### src/rtl/btn_debounce_if.sv
`default_nettype none
// +--------------------------------------------------------------------+
// | btn_debounce_if : pad inputs and conditioned outputs of btn_debounce |
// | Revision 1.0                                                        |
// +--------------------------------------------------------------------+
interface btn_debounce_if #(
  parameter int WIDTH = 4
);
  logic [WIDTH-1:0] din;
  logic [WIDTH-1:0] evt_clr;
  logic [WIDTH-1:0] dout;
  logic [WIDTH-1:0] rise;
  logic [WIDTH-1:0] fall;
  logic [WIDTH-1:0] evt;
  logic             tick;

  modport master (
    output din, evt_clr,
    input  dout, rise, fall, evt, tick
  );

  modport slave (
    input  din, evt_clr,
    output dout, rise, fall, evt, tick
  );
endinterface
`default_nettype wire

### src/rtl/btn_debounce.sv
`default_nettype none
// +--------------------------------------------------------------------+
// | btn_debounce : 2-flop sync, tick-sampled per-bit debounce, strobes  |
// | Revision 1.0                                                        |
// +--------------------------------------------------------------------+
module btn_debounce #(
  parameter int WIDTH    = 4,
  parameter int PRESCALE = 1000,
  parameter int STABLE   = 4
) (
  input wire logic      clk,
  input wire logic      reset,
  btn_debounce_if.slave bus
);
  localparam int              PW       = $clog2(PRESCALE);
  localparam int              CW       = $clog2(STABLE);
  localparam logic [PW-1:0]   PC_LAST  = PW'(PRESCALE - 1);
  localparam logic [CW-1:0]   CNT_LAST = CW'(STABLE - 1);

  logic [WIDTH-1:0] s1_q, s2_q;
  logic [PW-1:0]    pc_q, pc_d;
  logic             tick;
  logic [CW-1:0]    cnt_q [WIDTH];
  logic [CW-1:0]    cnt_d [WIDTH];
  logic [WIDTH-1:0] dout_q, dout_d;
  logic [WIDTH-1:0] rise_q, rise_d;
  logic [WIDTH-1:0] fall_q, fall_d;
  logic [WIDTH-1:0] evt_q,  evt_d;

  assign tick = (pc_q == PC_LAST);
  assign pc_d = tick ? '0 : pc_q + PW'(1);

  always_comb begin
    cnt_d  = cnt_q;
    dout_d = dout_q;
    rise_d = '0;
    fall_d = '0;
    // Registered rise feeds the flag, so a set always beats a coincident clear.
    evt_d  = rise_q | (evt_q & ~bus.evt_clr);
    if (tick) begin
      for (int i = 0; i < WIDTH; i++) begin
        if (s2_q[i] == dout_q[i]) begin
          cnt_d[i] = '0;
        end else if (cnt_q[i] == CNT_LAST) begin
          cnt_d[i]  = '0;
          dout_d[i] = ~dout_q[i];
          rise_d[i] = ~dout_q[i];
          fall_d[i] = dout_q[i];
        end else begin
          cnt_d[i] = cnt_q[i] + CW'(1);
        end
      end
    end
  end

  always_ff @(posedge clk) begin
    if (reset) begin
      s1_q   <= '0;
      s2_q   <= '0;
      pc_q   <= '0;
      cnt_q  <= '{default: '0};
      dout_q <= '0;
      rise_q <= '0;
      fall_q <= '0;
      evt_q  <= '0;
    end else begin
      s1_q   <= bus.din;
      s2_q   <= s1_q;
      pc_q   <= pc_d;
      cnt_q  <= cnt_d;
      dout_q <= dout_d;
      rise_q <= rise_d;
      fall_q <= fall_d;
      evt_q  <= evt_d;
    end
  end

  assign bus.dout = dout_q;
  assign bus.rise = rise_q;
  assign bus.fall = fall_q;
  assign bus.evt  = evt_q;
  assign bus.tick = tick;
endmodule
`default_nettype wire

### src/flat_wrapper.sv
// flat-port wrapper written by rule: the top's interface ports become plain ports
module btn_debounce_flat 
#(
  parameter int WIDTH    = 4,
  parameter int PRESCALE = 1000,
  parameter int STABLE   = 4
)
  (clk, reset, bus_din, bus_evt_clr, bus_dout, bus_rise, bus_fall, bus_evt, bus_tick);
  btn_debounce_if #(.WIDTH(WIDTH)) bus_i ();
  input wire logic clk;
  input wire logic reset;
  input wire logic [$bits(bus_i.din)-1:0] bus_din;
  input wire logic [$bits(bus_i.evt_clr)-1:0] bus_evt_clr;
  output wire logic [$bits(bus_i.dout)-1:0] bus_dout;
  output wire logic [$bits(bus_i.rise)-1:0] bus_rise;
  output wire logic [$bits(bus_i.fall)-1:0] bus_fall;
  output wire logic [$bits(bus_i.evt)-1:0] bus_evt;
  output wire logic [$bits(bus_i.tick)-1:0] bus_tick;
  assign bus_i.din = bus_din;
  assign bus_i.evt_clr = bus_evt_clr;
  assign bus_dout = bus_i.dout;
  assign bus_rise = bus_i.rise;
  assign bus_fall = bus_i.fall;
  assign bus_evt = bus_i.evt;
  assign bus_tick = bus_i.tick;
  btn_debounce #(.WIDTH(WIDTH), .PRESCALE(PRESCALE), .STABLE(STABLE)) u_core (.clk(clk), .reset(reset), .bus(bus_i));
endmodule
### config.mk
export PLATFORM = sky130hd
export DESIGN_NAME = btn_debounce_flat
export DESIGN_NICKNAME = d
export VERILOG_FILES = /design/src/rtl/btn_debounce_if.sv /design/src/rtl/btn_debounce.sv /design/src/flat_wrapper.sv
export SDC_FILE = /design/constraint.sdc
export NUM_CORES = 1
export LEC_CHECK = 0
export CORE_MARGIN = 3
export CORE_UTILIZATION = 44
export DETAILED_ROUTE_END_ITERATION = 10
export PLACE_DENSITY = 0.66
export SYNTH_ARGS = -nofsm -noshare
export SYNTH_HDL_FRONTEND = slang
export SYNTH_SLANG_ARGS = --single-unit
### constraint.sdc
create_clock -name clk -period 5.1 [get_ports clk]
set_input_delay 0.51 -clock clk [delete_from_list [all_inputs] [get_ports clk]]
set_output_delay 0.51 -clock clk [all_outputs]
set_load 0.01 [all_outputs]
Yosys cells after proc, flatten, opt, wreduce, memory -nomap -nowiden --
Index checks and enable logic that the tools add are counted.
Word-level totals: input bits 10, register bits 42, logic and storage cells 67, output and inout bits 17
Operators by class: equal/unequal tests 9, multiplexer cells 8, add/subtract/negate cells 5, reduce and logical (&&, ||, !) cells 9, bitwise logic cells 16
Operators by type and width (number):
- 2-to-1 mux 2 bit | 8
- OR reduction 4 bit | 4
- NOT 1 bit | 13
- AND reduction 3 bit | 4
- adder 10 x 1 -> 10 bit (second input constant) | 1
- == test 10 bit (second input constant) | 1
- adder 2 x 1 -> 2 bit (second input constant) | 4
- == test 2 bit (second input constant) | 4
- AND 4 bit | 1
- == test 1 bit | 4
- NOT 4 bit | 1
- bitwise OR 4 bit | 1
- OR reduction 2 bit | 1

Depth between registers and ports, before layout --
Gate-level depths: netlist (run 1).
word-level depth 3, mapped depth 5, gate-level depth less buffers 4

Worst setup path after synthesis (run 1) --
Ideal clock, no wire load.
path kind register -> output, start point register u_core.pc_q[0], end point output port bus_tick, arrival time 1.343 ns, buffers on the path 1, required time 4.590 ns, slack 3.247 ns, cell stages (with the launch flop) 6, path through dfxtp_1 -> ha_1 -> nand3b_4 -> or3_1 -> buf_2 -> inv_1
Between the ends: word-level cells in the longest chain between the ends 1
Ends and longest elaborated chain:
- start: declaration | RTL line btn_debounce.sv:21 | logic [PW-1:0] pc_q, pc_d;
- start signal: assignment | RTL line btn_debounce.sv:69 | pc_q <= pc_d;
- == test 10 bit | RTL line btn_debounce.sv:30 | assign tick = (pc_q == PC_LAST);
- end: declaration | RTL line flat_wrapper.sv:18 | output wire logic [$bits(bus_i.tick)-1:0] bus_tick;
No other way between the ends.

Worst setup path in the final report (run 1) --
start point register u_core.pc_q[4], end point output port bus_tick
Same word-level chain as after synthesis.

==> impl_summary.txt, run 1 <==
----------------------------------------------------
[Status]
  Run status ... finished, final reports clean

[Clocking]
  Clock latency of the later-clocked register in the worst-skew pair ... 280 ps
  CTS Root Cell ... sky130_fd_sc_hd__clkbuf_8
  Clk slew on worst S/H paths ... 70 ps
  Sink Count ... 42
  Number of buffers on the longest clock path ... 2
  Number of cells upsized or downsized after cts ... 0
  TritonCTS clock tree ... built
  Cts-stage hold buffer count ... 0
  Number of buffers inserted by post-CTS setup repair ... 0
  Number of buffers created by CTS ... 5
  H-tree depth ... 2

[Route]
  Number of vias per cell after detailed routing ... 5.52
  Final WL ... 3.49 mm
  Number of nets still failing antenna checks after routing ... 0
  Pre-Repair DR Iteration Count ... 4
  DRC marker count from the first detailed-route iteration ... 44
  Average wire per cell in the routed design ... 13.8 um
  DRC violations left ... 0
  Via count ... 1391

[Worst setup path]
  Cell depth of the worst flop-to-flop path ... 3
  Max FO, Critical Path ... 16
  Startpoint type of the worst setup path ... flip-flop
  End of the worst register-to-register path ... u_core.bus.fall[3]
  Kind of end point of the critical path ... output pin
  Launching point of the worst reg2reg path ... u_core.pc_q[4]
  Arrival time at the worst endpoint ... 2530 ps
  CP Class ... flip-flop to output pin
  Data required time at the worst endpoint ... 4590 ps
  FF-to-FF setup slack ... 2920 ps

[Yosys]
  Main area contributors after synthesis ... sky130_fd_sc_hd__dfxtp_1 (48%), sky130_fd_sc_hd__inv_1 (4.7%), sky130_fd_sc_hd__o311ai_0 (4.5%)
  Average instance area after synthesis ... 9.88 um^2
  Flops & latches, synth ... 42
  Post-synthesis instance area ... 0.00177 mm^2
  Mapped Cells ... 179
  Net count after synthesis ... 194
  Yosys cell types ... 29
  Sequential cell area fraction in the yosys report ... 47.6%
  Yosys top cell by area ... sky130_fd_sc_hd__dfxtp_1
  Share of the synthesized area in the top cell type ... 47.6%
  YS warnings ... 0

[Die]
  Number of placement rows ... 22
  I/O Pins ... 27
  Die width ... 69.4 um
  Die area ... 0.00481 mm^2
  Height of the chip ... 69.4 um
  Core footprint ... 0.00377 mm^2
  Starting utilization of the core area ... 46.9%

[Global route]
  Maximum number of pins on one net before global-route repair ... 27
  Number of antenna violations at the first check in global routing ... 0
  Overall global routing resource usage ... 15.3%
  Vias in the first global route ... 1407
  Wire length of the first global-routing pass ... 6.12 mm
  Global route total overflow ... 0

[Job]
  Max-cap violation count ... 0

[Cells and area]
  Number of fillers in the final layout ... 300
  Multi-input logic area ... 806 um^2
  Sequential cell area ... 841 um^2
  Count of nets after finishing ... 219
  P&R area growth vs syn ... 20.2%
  Antenna diodes ... 0
  Ratio of cells with drive above 1 in the final layout ... 6.86%
  End-of-flow core utilization ... 56.4%

[Place]
  Placer congestion estimate ... 0.812
  Port buffer count ... 26
  Half-perimeter wire length of the detailed placement result ... 2.35 mm

[Timing]
  Fin crit share ... 59.5%
  Slew Limit Fails ... 0
  Final clock skew ... 3.84 ps
  Finish-stage setup viols ... 0
  Worst relative slew slack ... 39.1%
  Sum Neg Setup Slack ... 0 ps
  Worst Max-Slew Pin Slew ... 910 ps
  Unrepaired setup endpoints after global routing ... no
  Peak Freq ... 329 MHz
  Final Hold Vio Count ... 0
  Minimum clock period ... 3040 ps

[Min path]
  Worst hold path depth ... 1
  Worst hold path startpoint ... u_core.s1_q[3]
  Terminating pin of the worst hold path ... u_core.s2_q[3]
  Worst hold path class ... flip-flop to flip-flop

[Power and ir drop]
  Leakage dissipation ... 0.000725 uW
  Power density relative to cell area ... 262 mW/mm^2
  Peak supply drop ... 0.158 mV

----------------------------------------------------
-- synth_stat cells --
master                     count
sky130_fd_sc_hd__o221ai_1      1
sky130_fd_sc_hd__o21ai_0       7
sky130_fd_sc_hd__buf_6         1
sky130_fd_sc_hd__nor4b_4       3
sky130_fd_sc_hd__nor4_2        5
sky130_fd_sc_hd__xor2_1        1
sky130_fd_sc_hd__nand3_1       3
sky130_fd_sc_hd__a31oi_1       1
sky130_fd_sc_hd__ha_1          5
sky130_fd_sc_hd__or3_1         4
sky130_fd_sc_hd__xnor2_1       5
sky130_fd_sc_hd__buf_2         1
sky130_fd_sc_hd__nand4b_1      1
sky130_fd_sc_hd__or4_1         7
sky130_fd_sc_hd__nand2_1      12
sky130_fd_sc_hd__nor2b_1       8
sky130_fd_sc_hd__dfxtp_1      42
sky130_fd_sc_hd__nand4_1       2
sky130_fd_sc_hd__o311ai_0      9
sky130_fd_sc_hd__a21oi_1       9
sky130_fd_sc_hd__inv_1        22
sky130_fd_sc_hd__nor4_1        4
sky130_fd_sc_hd__o41ai_1       4
sky130_fd_sc_hd__clkbuf_1      6
sky130_fd_sc_hd__nand3b_4      1
sky130_fd_sc_hd__o31ai_1       2
sky130_fd_sc_hd__nor2_1        7
sky130_fd_sc_hd__mux2i_1       4
sky130_fd_sc_hd__and3_1        2
-- registers in the layout (all words and copies together) (netlist names) --
signal           flops
u_core.pc_q         10
u_core.cnt_q         8
u_core.bus.dout      4
u_core.bus.evt       4
u_core.bus.fall      4
u_core.bus.rise      4
u_core.s1_q          4
u_core.s2_q          4
-- cells by family (layout without fill, tap and decap cells) --
group	after synthesis	after routing	synth area share, %
flip-flops	42	42	47.6
multiplexers	4	4	2.26
AO/OA/AOI/OAI	33	33	12.7
adder cells (fa/ha/maj)	5	5	3.54
buffers and inverters	30	55	6.86
XOR/XNOR	6	6	2.97
AND/OR/NAND/NOR	59	59	24.1
-- layer usage --
metal,up-vias,wire length (um),track usage [%]
met5,-,0,0
met4,0,46,5.86
met3,6,169,4.20
met2,38,1700,26.1
met1,655,1570,18.1
li1,692,-,-
-- metrics by stage --
| step | std cells | setup WS, ps | cell area, um^2 | total power (uW) | hold slack (ps) |
|---|---|---|---|---|---|
| 2_1_floorplan | 179 | 3250 | 1770 | 359 | 414 |
| 3_3_place_gp | 245 | 2370 | 2050 | 369 | 424 |
| 3_5_place_dp | 245 | 2300 | 2050 | 370 | 424 |
| 4_1_cts | 252 | 2070 | 2130 | 564 | 441 |
| 5_1_grt | 252 | 1920 | 2130 | 584 | 464 |
| 6_report | 252 | 2060 | 2130 | 556 | 440 |
-- layout by cell type (no fill, tap or decap) --
cell type,count
sky130_fd_sc_hd__o221ai_1,1
sky130_fd_sc_hd__nor4b_4,3
sky130_fd_sc_hd__a31oi_1,1
sky130_fd_sc_hd__clkbuf_8,5
sky130_fd_sc_hd__nor4_2,5
sky130_fd_sc_hd__nand4_1,2
sky130_fd_sc_hd__ha_1,5
sky130_fd_sc_hd__clkdlybuf4s50_1,26
sky130_fd_sc_hd__o311ai_0,9
sky130_fd_sc_hd__nand4b_1,1
sky130_fd_sc_hd__and3_1,2
sky130_fd_sc_hd__o21ai_0,7
sky130_fd_sc_hd__xor2_1,1
sky130_fd_sc_hd__clkbuf_1,2
sky130_fd_sc_hd__o31ai_1,2
sky130_fd_sc_hd__nor4_1,4
sky130_fd_sc_hd__mux2i_1,4
sky130_fd_sc_hd__nor2_1,7
sky130_fd_sc_hd__a21oi_1,9
sky130_fd_sc_hd__o41ai_1,4
sky130_fd_sc_hd__or4_1,7
sky130_fd_sc_hd__dfxtp_1,42
sky130_fd_sc_hd__inv_1,22
sky130_fd_sc_hd__nand3_1,3
sky130_fd_sc_hd__or3_1,4
sky130_fd_sc_hd__nand3b_4,1
sky130_fd_sc_hd__nor2b_1,8
sky130_fd_sc_hd__nand2_1,12
sky130_fd_sc_hd__xnor2_1,5
-- final cells by class --
class / count / share of cell area (%)
inverters: 22 / 3.88
flip-flops and latches: 42 / 39.6
multi-input cells: 107 / 37.9
clock buffers: 7 / 3.59
repair buffers: 26 / 12.2
well taps: 48 / 2.83
-- how the worst max path moves through the flow --
stage	from	slack (ps)	to	cells past startpoint
4_1_cts	u_core.pc_q[4]	2070	bus_tick	4
6_report	u_core.pc_q[4]	2060	bus_tick	4
3_5_place_dp	reset	2300	u_core.bus.fall[3]	3
3_3_place_gp	reset	2370	u_core.bus.fall[0]	3
2_1_floorplan	u_core.pc_q[0]	3250	bus_tick	5
5_1_grt	u_core.pc_q[4]	1920	bus_tick	4
-- critical path, stage by stage, from the launching register on --
cell	delay, ps
sky130_fd_sc_hd__dfxtp_1	350
sky130_fd_sc_hd__nand4b_1	570
sky130_fd_sc_hd__or3_1	690
sky130_fd_sc_hd__inv_1	100
sky130_fd_sc_hd__clkdlybuf4s50_1	530
-- report_power, final --
| group | internal (uW) | switching [uW] |
|---|---|---|
| Clock | 94.2 | 99.6 |
| Combinational | 12.1 | 11.5 |
| Sequential | 334 | 5.33 |
| Total | 440 | 116 |
(Power assumes the default switching activity.)
==> run 2, diff against run 1 <==
- clock period: 5.1 -> 2.9 ns (I/O delays scaled with it)
==> run 2 against run 1 <==
Sequential power increased by 76%. Critical path depth increased by 1. Total power increased by 83%. Setup slack worse by 1800 ps. Highest routed layer unchanged.
==> impl_summary.txt, run 2 (synthesis results as in run 1) <==
----------------------------------------------------
[Worst setup path]
  Data required time at the worst endpoint ... 2610 ps
  Arrival time at the worst endpoint ... 2360 ps
  FF-to-FF setup slack ... 800 ps
  Cell depth of the worst flop-to-flop path ... 4
  Startpoint type of the worst setup path ... flip-flop
  Max FO, Critical Path ... 16
  Launching point of the worst reg2reg path ... u_core.pc_q[0]
  Kind of end point of the critical path ... output pin
  CP Class ... flip-flop to output pin
  End of the worst register-to-register path ... u_core.bus.fall[3]

[Cells and area]
  P&R area growth vs syn ... 22.6%
  Final design area excluding fillers ... 0.00217 mm^2
  Most common cell after layout, fill and taps aside ... sky130_fd_sc_hd__dfxtp_1
  Count of nets after finishing ... 222
  Number of flip-flops in the largest register ... 10
  Ratio of cells with drive above 1 in the final layout ... 9.62%
  Antenna diodes ... 0
  Top flop regs ... u_core.pc_q x10, u_core.cnt_q x8
  Most used cells in the layout excluding fill and tap cells ... sky130_fd_sc_hd__dfxtp_1 (42), sky130_fd_sc_hd__clkdlybuf4s50_1 (26), sky130_fd_sc_hd__inv_1 (22)
  Most flop-heavy register ... u_core.pc_q

[Timing]
  Post-route setup slack ... 248 ps
  Final hold slack ... 446 ps
  Worst Max-Slew Pin Slew ... 683 ps
  Worst relative slew slack ... 54.0%
  Finish-stage setup viols ... 0
  Fin crit share ... 91.4%
  Final Hold Vio Count ... 0
  Minimum clock period ... 2650 ps
  Sum Neg Setup Slack ... 0 ps
  Final clock skew ... 7.97 ps
  Slew Limit Fails ... 0
  Peak Freq ... 377 MHz
  Unrepaired setup endpoints after global routing ... no

[Clocking]
  Number of buffers created by CTS ... 5
  Cts-stage hold buffer count ... 0
  TritonCTS clock tree ... built
  Clk slew on worst S/H paths ... 80 ps
  Sink Count ... 42
  CTS Root Cell ... sky130_fd_sc_hd__clkbuf_8
  H-tree depth ... 2
  Number of buffers on the longest clock path ... 2
  Number of cells upsized or downsized after cts ... 0
  Clock latency of the later-clocked register in the worst-skew pair ... 290 ps
  Number of buffers inserted by post-CTS setup repair ... 0

[Power and ir drop]
  Leakage dissipation ... 0.000747 uW
  Tot Pwr ... 1020 uW
  Peak supply drop ... 0.282 mV
  Power density relative to cell area ... 471 mW/mm^2

[Die]
  Die area ... 0.00481 mm^2
  Height of the chip ... 69.4 um
  Die width ... 69.4 um
  Number of placement rows ... 22
  I/O Pins ... 27
  Core footprint ... 0.00377 mm^2
  Starting utilization of the core area ... 46.9%

[Place]
  Worst slack at placement ... 551 ps
  Half-perimeter wire length of the detailed placement result ... 2.36 mm
  Port buffer count ... 26
  DP Area ... 0.00207 mm^2
  Placer congestion estimate ... 0.853

[Route]
  Final WL ... 3.39 mm
  Number of vias per cell after detailed routing ... 5.39
  Average wire per cell in the routed design ... 13.3 um
  DRC marker count from the first detailed-route iteration ... 25
  Via count ... 1381
  Number of nets still failing antenna checks after routing ... 0
  DRC violations left ... 0
  Pre-Repair DR Iteration Count ... 4

[Global route]
  Number of antenna violations at the first check in global routing ... 0
  Vias in the first global route ... 1373
  Maximum number of pins on one net before global-route repair ... 26
  Wire length of the first global-routing pass ... 5.99 mm
  Overall global routing resource usage ... 15.2%
  Global route total overflow ... 0

[Min path]
  Worst hold path class ... flip-flop to flip-flop
  Terminating pin of the worst hold path ... u_core.s2_q[0]
  Worst hold path depth ... 1
  Worst hold path startpoint ... u_core.s1_q[0]

[Job]
  Max-cap violation count ... 0

[Status]
  Run status ... finished, final reports clean

----------------------------------------------------
[run 2: changes by cell type in the layout (fill, tap and decap cells not counted)]
cell                         change
sky130_fd_sc_hd__buf_4           +3
sky130_fd_sc_hd__clkbuf_1        -2
sky130_fd_sc_hd__clkbuf_8        +1
sky130_fd_sc_hd__clkinv_2        +1
sky130_fd_sc_hd__clkinvlp_4      +1
[run 2: how the worst max path moves through the flow]
stage / endpoint / depth (start not counted) / slack, ps / start
final: bus_tick / 5 / 250 / u_core.pc_q[0]
after global routing: bus_tick / 5 / 60 / u_core.pc_q[0]
after CTS: bus_tick / 5 / 240 / u_core.pc_q[0]
after detailed placement: bus_tick / 5 / 550 / u_core.pc_q[0]
after global placement: bus_tick / 5 / 610 / u_core.pc_q[0]
after floorplan: u_core.bus.fall[0] / 5 / 1220 / u_core.pc_q[0]
[run 2: critical path: stages, from the launching register on]
cell and delay, ps:
sky130_fd_sc_hd__dfxtp_1 370, sky130_fd_sc_hd__ha_1 310, sky130_fd_sc_hd__nand3b_4 200, sky130_fd_sc_hd__or3_1 570
sky130_fd_sc_hd__inv_1 90, sky130_fd_sc_hd__clkdlybuf4s50_1 530
[run 2: metrics by stage]
stage / util [%] / cells
6_report: 57.5 / 256
4_1_cts: 57.5 / 256
5_1_grt: 57.5 / 256
2_1_floorplan: - / 179
3_5_place_dp: 54.9 / 248
3_3_place_gp: 54.9 / 248
[run 2: where the power goes]
part	internal, uW	switching, uW	leakage (uW)
Sequential	586	9.98	0.000341
Combinational	22.0	20.8	0.000359
Clock	191	190	0.0000472
[run 2: layer usage]
metal	GRT usage (%)	vias up	share of wire, %
met2	25.3	23	49
met5	0	-	0
met1	18.1	653	46
met4	7.16	0	1.2
li1	-	700	-
met3	3.77	5	3.6
[run 2: layout make-up]
cell class / count / area [um^2]
clock buffer: 6 / 82.6
clock inverter: 2 / 12.5
inverter: 22 / 82.6
tap: 48 / 60.1
timing repair buffer: 29 / 283
sequential: 42 / 841
fill: 319 / 1600
multi-input combinational: 107 / 806
